### src/rtl/pipe_pkg.sv
// Shared pipeline types for the memory-access stage: FSM states, widths, MEM/WB bundle.
package pipe_pkg;

    localparam int REG_NUM_W = 5;
    localparam int DATA_W    = 32;

    typedef enum logic {
        IDLE   = 1'b0,
        ACCESS = 1'b1
    } mem_state_t;

    typedef struct packed {
        logic                 valid;
        logic                 reg_write;
        logic                 mem_to_reg;
        logic [DATA_W-1:0]    alu_result;
        logic [DATA_W-1:0]    read_data;
        logic [REG_NUM_W-1:0] rd_num;
    } mem_wb_t;

endpackage

### src/rtl/mem_wb_reg.sv
// MEM/WB pipeline register: whole bundle captured when i_load is high.
// Latency 1 cycle; no backpressure (holds contents while i_load is low).
module mem_wb_reg
    import pipe_pkg::*;
(
    input  logic    clk,
    input  logic    rst_n,
    input  logic    i_load,
    input  mem_wb_t i_d,
    output mem_wb_t o_q
);

    mem_wb_t r_q;

    always_ff @(posedge clk or negedge rst_n) begin
        if (!rst_n) begin
            r_q <= '0;
        end else if (i_load) begin
            r_q <= i_d;
        end
    end

    assign o_q = r_q;

endmodule

### src/rtl/mem_stage.sv
// Memory-access stage: EX/MEM slot -> dmem req/ack -> MEM/WB. Latency 1 cycle (non-mem), 1+N (mem).
// Stalls upstream while a request is outstanding. MEM_TIMEOUT_EN adds an ack timeout with bus_err abort.
module mem_stage #(
    parameter int DATA_W  = 32,
    parameter int TIMEOUT = 16
) (
    input  logic              clk,
    input  logic              rst_n,
    input  logic              in_valid,
    input  logic              mem_write_en,
    input  logic              mem_to_reg,
    input  logic              reg_write,
    input  logic [DATA_W-1:0] alu_result,
    input  logic [DATA_W-1:0] read_data_2,
    input  logic [4:0]        rd_num,
    output logic              mem_stall,
    output logic              dmem_req,
    output logic              dmem_we,
    output logic [DATA_W-1:0] dmem_addr,
    output logic [DATA_W-1:0] dmem_wdata,
    input  logic              dmem_ack,
    input  logic [DATA_W-1:0] dmem_rdata,
    output logic              wb_valid,
    output logic              wb_reg_write,
    output logic              wb_mem_to_reg,
    output logic [DATA_W-1:0] wb_alu_result,
    output logic [DATA_W-1:0] wb_read_data,
    output logic [4:0]        wb_rd_num,
    output logic              misalign_err,
    output logic              bus_err
);

    import pipe_pkg::*;

    mem_state_t            r_state;
    logic                  r_we;
    logic                  r_m2r;
    logic                  r_rw;
    logic [DATA_W-1:0]     r_addr;
    logic [DATA_W-1:0]     r_wdata;
    logic [REG_NUM_W-1:0]  r_rd;
    logic                  r_misalign;

    logic    w_mem_op;
    logic    w_aligned;
    logic    w_abort;
    logic    w_wb_ld;
    mem_wb_t w_wb_d;
    mem_wb_t w_wb_q;

    assign w_mem_op  = in_valid & (mem_write_en | mem_to_reg);
    assign w_aligned = (alu_result[1:0] == 2'b00);

`ifdef MEM_TIMEOUT_EN
    logic [7:0] r_tmo_cnt;
    logic       r_bus_err;

    // Ack on the last allowed cycle still completes normally.
    assign w_abort = (r_state == ACCESS) && !dmem_ack && (r_tmo_cnt == 8'(TIMEOUT - 1));
    assign bus_err = r_bus_err;

    always_ff @(posedge clk or negedge rst_n) begin
        if (!rst_n) begin
            r_tmo_cnt <= '0;
            r_bus_err <= 1'b0;
        end else begin
            r_bus_err <= w_abort;
            if (r_state == IDLE) begin
                r_tmo_cnt <= '0;
            end else if (!dmem_ack) begin
                r_tmo_cnt <= r_tmo_cnt + 8'd1;
            end
        end
    end
`else
    logic w_unused_tmo;

    assign w_abort      = 1'b0;
    assign bus_err      = 1'b0;
    assign w_unused_tmo = (TIMEOUT == 0);
`endif

    always_ff @(posedge clk or negedge rst_n) begin
        if (!rst_n) begin
            r_state    <= IDLE;
            r_we       <= 1'b0;
            r_m2r      <= 1'b0;
            r_rw       <= 1'b0;
            r_addr     <= '0;
            r_wdata    <= '0;
            r_rd       <= '0;
            r_misalign <= 1'b0;
        end else begin
            r_misalign <= 1'b0;
            case (r_state)
                IDLE: begin
                    if (w_mem_op) begin
                        if (w_aligned) begin
                            r_we    <= mem_write_en;
                            r_m2r   <= mem_to_reg & ~mem_write_en;
                            r_rw    <= reg_write;
                            r_addr  <= alu_result;
                            r_wdata <= read_data_2;
                            r_rd    <= rd_num;
                            r_state <= ACCESS;
                        end else begin
                            r_misalign <= 1'b1;
                        end
                    end
                end
                ACCESS: begin
                    if (dmem_ack || w_abort) begin
                        r_state <= IDLE;
                    end
                end
                default: r_state <= IDLE;
            endcase
        end
    end

    // MEM/WB next value: IDLE samples every edge, ACCESS only on completion or abort.
    always_comb begin
        w_wb_ld = 1'b0;
        w_wb_d  = w_wb_q;
        if (r_state == IDLE) begin
            w_wb_ld = 1'b1;
            if (!in_valid || (w_mem_op && w_aligned)) begin
                w_wb_d.valid = 1'b0;
            end else begin
                w_wb_d = '{valid:      1'b1,
                           reg_write:  reg_write & ~w_mem_op,
                           mem_to_reg: 1'b0,
                           alu_result: alu_result,
                           read_data:  '0,
                           rd_num:     rd_num};
            end
        end else if (dmem_ack) begin
            w_wb_ld = 1'b1;
            w_wb_d  = '{valid:      1'b1,
                        reg_write:  r_rw,
                        mem_to_reg: r_m2r,
                        alu_result: r_addr,
                        read_data:  r_m2r ? dmem_rdata : '0,
                        rd_num:     r_rd};
        end else if (w_abort) begin
            w_wb_ld = 1'b1;
            w_wb_d  = '{valid:      1'b1,
                        reg_write:  1'b0,
                        mem_to_reg: 1'b0,
                        alu_result: r_addr,
                        read_data:  '0,
                        rd_num:     r_rd};
        end
    end

    mem_wb_reg u_mem_wb_reg (
        .clk    (clk),
        .rst_n  (rst_n),
        .i_load (w_wb_ld),
        .i_d    (w_wb_d),
        .o_q    (w_wb_q)
    );

    assign mem_stall = rst_n & (((r_state == IDLE) & w_mem_op & w_aligned) |
                                ((r_state == ACCESS) & ~dmem_ack & ~w_abort));

    assign dmem_req      = (r_state == ACCESS);
    assign dmem_we       = (r_state == ACCESS) & r_we;
    assign dmem_addr     = r_addr;
    assign dmem_wdata    = r_wdata;
    assign misalign_err  = r_misalign;
    assign wb_valid      = w_wb_q.valid;
    assign wb_reg_write  = w_wb_q.reg_write;
    assign wb_mem_to_reg = w_wb_q.mem_to_reg;
    assign wb_alu_result = w_wb_q.alu_result;
    assign wb_read_data  = w_wb_q.read_data;
    assign wb_rd_num     = w_wb_q.rd_num;

endmodule
### config.mk
export PLATFORM = sky130hd
export DESIGN_NAME = mem_stage
export DESIGN_NICKNAME = d
export VERILOG_FILES = /design/src/rtl/pipe_pkg.sv /design/src/rtl/mem_wb_reg.sv /design/src/rtl/mem_stage.sv
export SDC_FILE = /design/constraint.sdc
export NUM_CORES = 1
export LEC_CHECK = 0
export BUFFER_PORTS_ARGS = -buffer_cell sky130_fd_sc_hd__buf_4
export CORE_MARGIN = 2
export CORE_UTILIZATION = 45
export DETAILED_ROUTE_END_ITERATION = 7
export PLACE_DENSITY = 0.82
export SYNTH_ARGS = -nofsm -noshare
export SYNTH_HDL_FRONTEND = slang
export SYNTH_SLANG_ARGS = --single-unit
### constraint.sdc
create_clock -name clk -period 1.8 [get_ports clk]
set_input_delay 0.45 -clock clk [delete_from_list [all_inputs] [get_ports clk]]
set_output_delay 0.45 -clock clk [all_outputs]
set_load 0.05 [all_outputs]
==> flow_summary_export.csv, run 1 <==
group,metric,value,unit
job,cap_violations,0,
global_routing,grt_first_pass_wirelength,23390,um
yosys,ys_ff_latch,146,
yosys,synthCells,404,
clock_tree,clkTransAtPathRegs,0.06,ns
yosys,synth_top_family_by_area,"multiplexers",
yosys,synthAdderAreaFrac,0,%
sta,period_share,102.2,%
hold_path,hold_class,"in2async",
run_status,violations,"setup timing",
drt,wl_met3,934,um
sta,fin_setup_tns,-0.4866,ns
clock_tree,h-tree-depth,4,
sta,setup_viol,23,
yosys,yosys-top-cells-area,"dfrtp_1, mux2_2, and3_1, buf_6, mux2_1",
critical_path,end_kind,"register",
run_status,status,"complete, but fails checks",
yosys,synth_ff_type,"dfrtp_1",
yosys,yosysUniqueCellTypes,24,
drt,drc,0,
sta,fin_crit,1.839,ns
finish,layout.nets,771,
die,start_util,46.29,%
pwr,powerDensity,1413,mW/mm^2
clock_tree,clock_latency,0.42,ns
finish,final_util,68.01,%
global_routing,grt_use_total,20.81,%
drt,drtIter0Drc,196,
global_routing,antenna_found_initial,0,
finish,drive_gt1_share,70.41,%
sta,worstMarginPinSlew,0.7958,ns
yosys,yosysWarnings,0,
critical_path,worstSetupStartpointType,"register",
drt,postRouteWirelength,15510,um
die,die_w,121.2,um
finish,num_antenna_cells,0,
global_routing,first_global_vias,4654,
yosys,syn_avg_cell_area,15.29,um^2
clock_tree,cts_buffers,17,
drt,firstDrtPassIters,5,
placement,gp_congestion,0.7859,
critical_path,critPathArrivalTime,2.14,ns
yosys,yosys.area.top_type_share,59.13,%
drt,viasPerCell,5.079,
placement,io_buffers,247,
critical_path,cp_data_required_time,2.10,ns
sta,hold_viol_final,0,
finish,fillers,943,
drt,top_layer_used,"met4",
clock_tree,cts_buffer_depth,2,
clock_tree,root_buffer,"clkbuf_16",
sta,fin_ws,-0.03921,ns
critical_path,critPathKind,"reg2reg",
yosys,synth_xor_area_share,0,%
sta,max_slew_margin,46.94,%
drt,avgRoutedWirePerCell,18.21,um
die,io_pins,249,
die,die_h,121.2,um
yosys,synthSimpleGateAreaFrac,4.232,%
yosys,syn_nets,512,
sta,fmax,543.7,MHz
yosys,synthMuxAreaShare,32.40,%
yosys,synth_compound_area_share,0.9113,%
pwr,p_leak,0.004492,uW
global_routing,grt_start_max_net_pins,147,
yosys,synthArstFlopShare,100.0,%
die,core_area,0.01335,mm^2
drt,dr_wl_met2,8254,um
yosys,ys_seq_area_share,59.13,%
drt,wl_met1,5850,um
placement,dp_hpwl,10850,um
yosys,synth_largest_area_cell,"dfrtp_1",
critical_path,critPathMaxFanout,13,
yosys,synth_edf_count,0,
sta,fin_skew,0.004467,ns
clock_tree,clkSinkCount,146,
pwr,ir_drop,0.0008944,V
global_routing,overflow,0,
clock_tree,cts_tree,"done",
sta,maxSlewViolCount,0,
sta,rsz0062_at_grt,"yes",
clock_tree,holdBufCountCts,0,
drt,drtAntennaViolNets,0,
die,die_area,0.01468,mm^2
die,core.rowCount,42,
yosys,netlist_area,0.006178,mm^2
finish,syn_to_final_growth,46.92,%
drt,vias,4327,
==> timing repair <==
action / in CTS / in global routing
endpoints found under the setup margin: 1 / 73
gates cloned: 0 / 2
pin swaps: 0 / 0
gates resized for setup: 8 / 6
buffers inserted: 2 / 1
==> critical path, stage by stage, from the launching register on <==
cell and delay (ns):
dfrtp_2 0.43, buf_4 0.18, mux2i_2 0.18, a31oi_4 0.26
buf_12 0.16, clkbuf_16 0.17, mux2_2 0.34
==> metal layers <==
metal	GRT usage [%]	vias up
met3	6.109	36
met4	10.13	0
met5	0	-
met2	36.41	144
li1	-	1953
met1	23.11	2194
==> registers in the layout, indices dropped and copies added, names as in the netlist <==
register          cells
dmem_addr            32
u_mem_wb_reg.o_q     72
r_m2r                 1
r_rd                  5
dmem_req              1
misalign_err          1
r_rw                  1
r_we                  1
dmem_wdata           32
==> through the flow <==
step / instances / instance area (um^2) / hold WS [ns] / worst slack, ns / power [uW]
final: 852 / 9077 / 0.1595 / -0.03921 / 12830
after floorplan: 404 / 6188 / 0.1544 / -0.04618 / 7274
after global routing: 852 / 9077 / 0.2387 / -0.09300 / 13300
after CTS: 849 / 8997 / 0.2143 / -0.03645 / 12880
after detailed placement: 815 / 8282 / 0.4812 / -0.05497 / 8834
after global placement: 815 / 8282 / 0.4718 / -0.01211 / 8702
==> cell usage in the layout, fill, tap and decap left out, types with 2 or more instances in the layout <==
cell type	netlist	routed
buf_4	8	251
mux2_2	170	170
dfrtp_1	146	145
and3_1	33	32
clkbuf_16	0	18
buf_12	0	9
mux2_1	6	6
bufinv_16	0	6
clkbuf_8	0	3
clkinv_2	0	3
buf_6	7	3
buf_8	0	3
nor2b_1	2	2
inv_1	3	2
clkbuf_1	7	2
==> Yosys cell counts, types with 2 or more instances <==
master,number
and3_1,33
buf_2,5
buf_4,8
buf_6,7
clkbuf_1,7
dfrtp_1,146
inv_1,3
mux2_1,6
mux2_2,170
mux2i_1,2
nor2_1,2
nor2b_1,2
o21a_1,2
==> logic make-up (layout without fill, tap and decap cells) <==
logic type	Yosys count	in the layout
buffers and inverters	30	302
and+or+nand+nor	43	43
muxes	178	178
other	1	1
AOI/OAI and AO/OA	6	6
DFF	146	146
==> where the power goes <==
| part | total (uW) | switching (uW) | internal (uW) |
|---|---|---|---|
| clock network | 4020 | 1310 | 2700 |
| logic | 4480 | 2880 | 1600 |
| registers | 4330 | 420 | 3910 |
| total | 12800 | 4610 | 8210 |
==> layout make-up <==
cell class / instances / area, um^2 / share of cell area (%)
flip-flops and latches: 146 / 3655 / 40.26
multi-input cells: 228 / 2344 / 25.82
repair buffers: 267 / 2168 / 23.89
clock buffers: 22 / 474.2 / 5.224
well taps: 176 / 220.2 / 2.426
clock inverters: 10 / 202.7 / 2.233
inverters: 3 / 13.76 / 0.1516
==> path summary, 6_finish.rpt <==
kind	slack, ns	cells after the start	end	from
worst max-delay path	-0.04	6	u_mem_wb_reg.o_q[31]	dmem_req
worst min register to register	0.49	1	u_mem_wb_reg.o_q[34]	u_mem_wb_reg.o_q[34]
min in group clk	0.26	2	dmem_wdata[23]	read_data_2[23]
worst min-delay path	0.16	2	u_mem_wb_reg.o_q[64]	rst_n
max in group asynchronous	1.06	2	u_mem_wb_reg.o_q[24]	rst_n
worst max register to register	-0.04	6	u_mem_wb_reg.o_q[31]	dmem_req
Power figures use the tool's default switching activity.
==> inputs of run 2 (changes only) <==
--- a/config.mk
+++ b/config.mk
@@ -6,10 +6,10 @@
 export NUM_CORES = 1
 export LEC_CHECK = 0
 export BUFFER_PORTS_ARGS = -buffer_cell sky130_fd_sc_hd__buf_4
-export CORE_MARGIN = 2
 export CORE_UTILIZATION = 45
 export DETAILED_ROUTE_END_ITERATION = 7
 export PLACE_DENSITY = 0.82
+export RECOVER_POWER = 100
 export SYNTH_ARGS = -nofsm -noshare
 export SYNTH_HDL_FRONTEND = slang
 export SYNTH_SLANG_ARGS = --single-unit
==> flow_summary_export.csv, run 2 (synthesized netlist as in run 1, its figures left out) <==
group,metric,value,unit
pwr,p_comb_share,35.3,%
pwr,pwr-share-clk,30.7,%
clock_tree,cts_buffers,17,
finish,layout.nets,775,
die,start_util,46.47,%
critical_path,end_kind,"output pin",
drt,drtIter0Drc,193,
sta,hold_viol_final,0,
sta,period_share,101.3,%
pwr,p_seq_share,34.1,%
global_routing,grt_start_max_net_pins,147,
critical_path,cp_slowest_stage_delay,0.44,ns
finish,syn_to_final_growth,46.94,%
global_routing,first_global_vias,4635,
sta,fin_setup_tns,-0.05661,ns
critical_path,critPathKind,"reg2out",
placement,io_buffers,247,
die,die_w,119.2,um
finish,num_antenna_cells,0,
pwr,power.switching,4621,uW
pwr,switching_share,36.25,%
sta,setup_viol,6,
clock_tree,root_buffer,"clkbuf_16",
finish,largest_register_ff_count,72,
critical_path,cp_cell_sequence,"inv_4 > and3_4 > o21a_4 > buf_8",
placement,pre_cts_slack,-0.06768,ns
sta,maxSlewViolCount,0,
sta,worstMarginPinSlew,1.293,ns
global_routing,grt_first_pass_wirelength,23290,um
sta,rsz0062_at_grt,"yes",
global_routing,grt_use_total,21.24,%
pwr,power.internal,8128,uW
critical_path,worstSetupStartpointType,"register",
critical_path,rrSetupSlack,-0.01,ns
global_routing,antenna_found_initial,0,
die,die_h,119.2,um
sta,fmax,548.3,MHz
drt,viasPerCell,5.098,
clock_tree,h-tree-depth,4,
sta,max_slew_margin,13.82,%
placement,gp_congestion,0.8129,
clock_tree,clkSinkCount,146,
clock_tree,clock_latency,0.41,ns
run_status,violations,"setup timing",
finish,final_cell_mix,"buf_4, mux2_2, dfrtp_1",
critical_path,critPathMaxFanout,4,
finish,final_common_cell,"buf_4",
placement,dp_hpwl,10180,um
finish,stdcell_area,0.009079,mm^2
sta,fin_crit,1.824,ns
drt,vias,4364,
critical_path,cp_data_required_time,1.35,ns
clock_tree,holdBufCountCts,0,
die,core_area,0.01330,mm^2
pwr,ir_drop,0.001006,V
hold_path,hold_class,"in2reg",
die,io_pins,249,
sta,fin_skew,0.005890,ns
run_status,status,"complete, but fails checks",
job,cap_violations,0,
clock_tree,cts_buffer_depth,2,
drt,drtAntennaViolNets,0,
drt,avgRoutedWirePerCell,18.43,um
finish,drive_gt1_share,70.88,%
clock_tree,cts_tree,"done",
pwr,powerDensity,1404,mW/mm^2
die,die_area,0.01420,mm^2
die,core.rowCount,42,
clock_tree,clkTransAtPathRegs,0.06,ns
critical_path,crit_slowest_cell,"dfrtp_2",
drt,firstDrtPassIters,4,
critical_path,critPathArrivalTime,1.37,ns
drt,postRouteWirelength,15780,um
drt,drc,0,
placement,dpl_cell_area,0.008202,mm^2
pwr,p_leak,0.004506,uW
sta,fin_ws,-0.02368,ns
global_routing,overflow,0,
## run 2: worst max-delay path, delay by kind of cell, from the launching register on
| kind | cells | cell delay (ns) |
|---|---|---|
| buffers and inverters | 2 | 0.21 |
| AND/OR/NAND/NOR | 1 | 0.18 |
| flip-flops | 1 | 0.44 |
| AO/OA/AOI/OAI | 1 | 0.12 |
## run 2: timing repair
item / CTS / global route
gates resized for setup: 8 / 10
endpoints found under the setup margin: 2 / 61
cloned: 0 / 6
setup buffers: 2 / 5
## run 2: power groups by stage
stage          Combinational, uW  Clock, uW  Sequential, uW
6_report                    4500       3910            4340
5_1_grt                     4650       4130            4430
4_1_cts                     4430       3970            4340
3_5_place_dp                4400          0            4390
3_3_place_gp                4340          0            4340
2_1_floorplan                914          0            6360
## run 2: cell type report
class	instances	area [um^2]
Clock inverter	10	177.7
Inverter	3	13.76
Fill cell	927	4217
Multi-Input combinational cell	228	2347
Timing Repair Buffer	271	2181
Tap cell	176	220.2
Sequential cell	146	3655
Clock buffer	22	484.2
## run 2: metrics by stage
| stage | total power (uW) | utilization (%) | hold slack, ns | std cells |
|---|---|---|---|---|
| 5_1_grt | 13210 | 68.29 | 0.2477 | 856 |
| 4_1_cts | 12740 | 66.96 | 0.2167 | 845 |
| 6_report | 12750 | 68.29 | 0.2662 | 856 |
| 3_5_place_dp | 8792 | 61.69 | 0.4674 | 811 |
| 2_1_floorplan | 7274 | - | 0.1544 | 404 |
| 3_3_place_gp | 8679 | 61.69 | 0.4708 | 811 |
## run 2: per-layer routing
layer | GRT usage, % | up-vias | routed length [um] | share of wire, %
met2 | 37.06 | 146 | 8409 | 53
met3 | 5.268 | 29 | 809 | 5.1
met1 | 24.22 | 2227 | 6153 | 39
met5 | 0 | - | 0 | 0
met4 | 10.36 | 0 | 404 | 2.6
li1 | - | 1962 | - | -
## run 2: worst paths after layout
| path | depth (start not counted) | start | endpoint |
|---|---|---|---|
| setup / recovery | 4 | dmem_req | mem_stall |
| hold / removal | 2 | read_data_2[22] | dmem_wdata[22] |
| setup reg to reg | 6 | dmem_req | u_mem_wb_reg.o_q[27] |
| hold reg to reg | 1 | u_mem_wb_reg.o_q[32] | u_mem_wb_reg.o_q[32] |
| max in group asynchronous | 2 | rst_n | dmem_req |
| min in group asynchronous | 2 | rst_n | dmem_addr[27] |
==> inputs of run 3 (changes only) <==
--- a/config.mk
+++ b/config.mk
@@ -6,9 +6,10 @@
 export NUM_CORES = 1
 export LEC_CHECK = 0
 export BUFFER_PORTS_ARGS = -buffer_cell sky130_fd_sc_hd__buf_4
-export CORE_UTILIZATION = 45
+export CORE_UTILIZATION = 44
 export DETAILED_ROUTE_END_ITERATION = 7
-export PLACE_DENSITY = 0.82
+export GPL_TIMING_DRIVEN = 0
+export PLACE_DENSITY = 0.84
 export RECOVER_POWER = 100
 export SYNTH_ARGS = -nofsm -noshare
 export SYNTH_HDL_FRONTEND = slang
==> constraint.sdc (replaced) <==
create_clock -name clk -period 1.6 [get_ports clk]
set_input_delay 0.4 -clock clk [delete_from_list [all_inputs] [get_ports clk]]
set_output_delay 0.4 -clock clk [all_outputs]
set_load 0.05 [all_outputs]
==> flow_summary_export.csv, run 3 (synthesized netlist as in run 1, its figures left out) <==
group,metric,value,unit
run_status,status,"complete, but fails checks",
run_status,violations,"hold timing, setup timing",
clock_tree,cts_buffer_depth,2,
die,core_area,0.01345,mm^2
global_routing,first_global_vias,5080,
finish,syn_to_final_growth,56.06,%
hold_path,hold_class,"in2async",
die,io_pins,249,
critical_path,critical_path_buf_inv_count,5,
clock_tree,cts_buffers,17,
clock_tree,root_buffer,"clkbuf_16",
die,die_area,0.01452,mm^2
die,core.rowCount,42,
drt,avgRoutedWirePerCell,19.72,um
pwr,ir_drop,0.001095,V
job,cap_violations,0,
die,die_w,120.5,um
critical_path,critPathKind,"reg2reg",
drt,firstDrtPassIters,4,
sta,maxSlewViolCount,0,
clock_tree,clkTransAtPathRegs,0.06,ns
placement,gp_congestion,0.7799,
clock_tree,cts_tree,"done",
global_routing,overflow,0,
die,start_util,45.93,%
finish,num_antenna_cells,0,
sta,max_slew_margin,42.63,%
drt,vias,4592,
critical_path,cp_cell_sequence,"buf_6 > mux2i_2 > a31oi_4 > buf_12 > buf_12 > buf_12 > buf_16 > mux2_2",
sta,rsz0062_at_grt,"yes",
finish,layout.nets,805,
sta,setup_viol,80,
die,die_h,120.5,um
critical_path,cp_data_required_time,1.90,ns
pwr,powerDensity,1522,mW/mm^2
critical_path,worstSetupStartpointType,"register",
drt,drc,0,
pwr,p_leak,0.004797,uW
sta,fin_skew,0.009337,ns
sta,finalHoldWorstSlack,-0.07129,ns
finish,final_common_cell,"buf_4",
critical_path,cp_slowest_stage_delay,0.45,ns
clock_tree,clkSinkCount,146,
sta,period_share,120.1,%
clock_tree,clock_latency,0.42,ns
drt,drtIter0Drc,170,
placement,io_buffers,247,
sta,worstMarginPinSlew,0.8606,ns
sta,hold_viol_final,52,
placement,dp_hpwl,11470,um
sta,fmax,520.4,MHz
pwr,p_total,14680,uW
finish,final_cell_mix,"buf_4, mux2_2, dfrtp_1",
critical_path,crit_top_cell,"buf_12",
critical_path,crit_slowest_cell,"dfrtp_2",
global_routing,antenna_found_initial,0,
global_routing,grt_first_pass_wirelength,26750,um
finish,final_util,71.67,%
critical_path,critPathMaxFanout,5,
sta,fin_ws,-0.3218,ns
drt,viasPerCell,5.183,
clock_tree,h-tree-depth,4,
critical_path,critPathArrivalTime,2.22,ns
drt,postRouteWirelength,17470,um
global_routing,grt_use_total,24.50,%
sta,fin_crit,1.922,ns
finish,fillers,885,
critical_path,rrSetupSlack,-0.32,ns
finish,largest_register_ff_count,72,
finish,drive_gt1_share,71.97,%
placement,pre_cts_slack,-0.4286,ns
drt,drtAntennaViolNets,0,
critical_path,end_kind,"register",
global_routing,grt_start_max_net_pins,95,
critical_path,critical_path.top_delay_family,"buffers and inverters",
[run 3: changes by cell type in the layout (fill, tap and decap cells not counted), sizes merged]
cell / before / now
clkinv: 4 / 3
clkbuf: 25 / 30
clkinvlp: 1 / 2
buf: 268 / 293
[run 3: final timing paths]
| kind | cells after the start | endpoint | from |
|---|---|---|---|
| min in group clk | 2 | dmem_wdata[15] | read_data_2[15] |
| worst max-delay path | 8 | u_mem_wb_reg.o_q[26] | dmem_req |
| max in group asynchronous | 2 | dmem_req | rst_n |
| worst max register to register | 8 | u_mem_wb_reg.o_q[26] | dmem_req |
| worst min register to register | 1 | u_mem_wb_reg.o_q[71] | u_mem_wb_reg.o_q[71] |
| worst min-delay path | 1 | dmem_wdata[29] | rst_n |
[run 3: where the power goes]
| group | leakage [uW] | switching [uW] | internal, uW | total [uW] |
|---|---|---|---|---|
| clock network | 0.000310 | 1510 | 2840 | 4350 |
| registers | 0.00181 | 456 | 4400 | 4860 |
| logic | 0.00268 | 3390 | 2080 | 5460 |
| total | 0.00480 | 5350 | 9330 | 14700 |
[run 3: timing repair]
action,CTS,global route
setup endpoints to repair,70,125
cloned,8,0
pin swaps,1,0
resized for setup,40,34
buffers inserted,16,5
hold endpoints to repair,52,52
[run 3: area by class of cell]
cell class | count | area [um^2] | area share [%]
Buffer | 25 | 281.5 | 2.920
Clock buffer | 22 | 464.2 | 4.814
Clock inverter | 10 | 180.2 | 1.869
Inverter | 3 | 13.76 | 0.1427
Multi-Input combinational cell | 228 | 2460 | 25.51
Sequential cell | 146 | 3655 | 37.91
Tap cell | 176 | 220.2 | 2.284
Timing Repair Buffer | 276 | 2367 | 24.55
[run 3: through the flow]
| step | cell area, um^2 | setup TNS (ns) | instances |
|---|---|---|---|
| finish | 9642 | -16.95 | 886 |
| global route | 9642 | -20.80 | 886 |
| CTS | 9574 | -18.90 | 884 |
| detailed placement | 8332 | -31.67 | 828 |
| global placement | 8300 | -95.65 | 827 |
| floorplan | 6226 | -5.583 | 404 |
[run 3: metal layers]
layer | vias to the layer above | track usage, % | routed length (um)
met5 | - | 0 | 0
met4 | 0 | 12.73 | 671
met3 | 54 | 5.849 | 775
met2 | 165 | 43.14 | 9470
met1 | 2338 | 27.51 | 6554
li1 | 2035 | - | -
[run 3: worst register-to-register path, cell delays in order, from the launching register on]
cell and delay [ns]:
dfrtp_2 0.45, buf_6 0.13, mux2i_2 0.16, a31oi_4 0.22
buf_12 0.14, buf_12 0.14, buf_12 0.12, buf_16 0.11
mux2_2 0.33
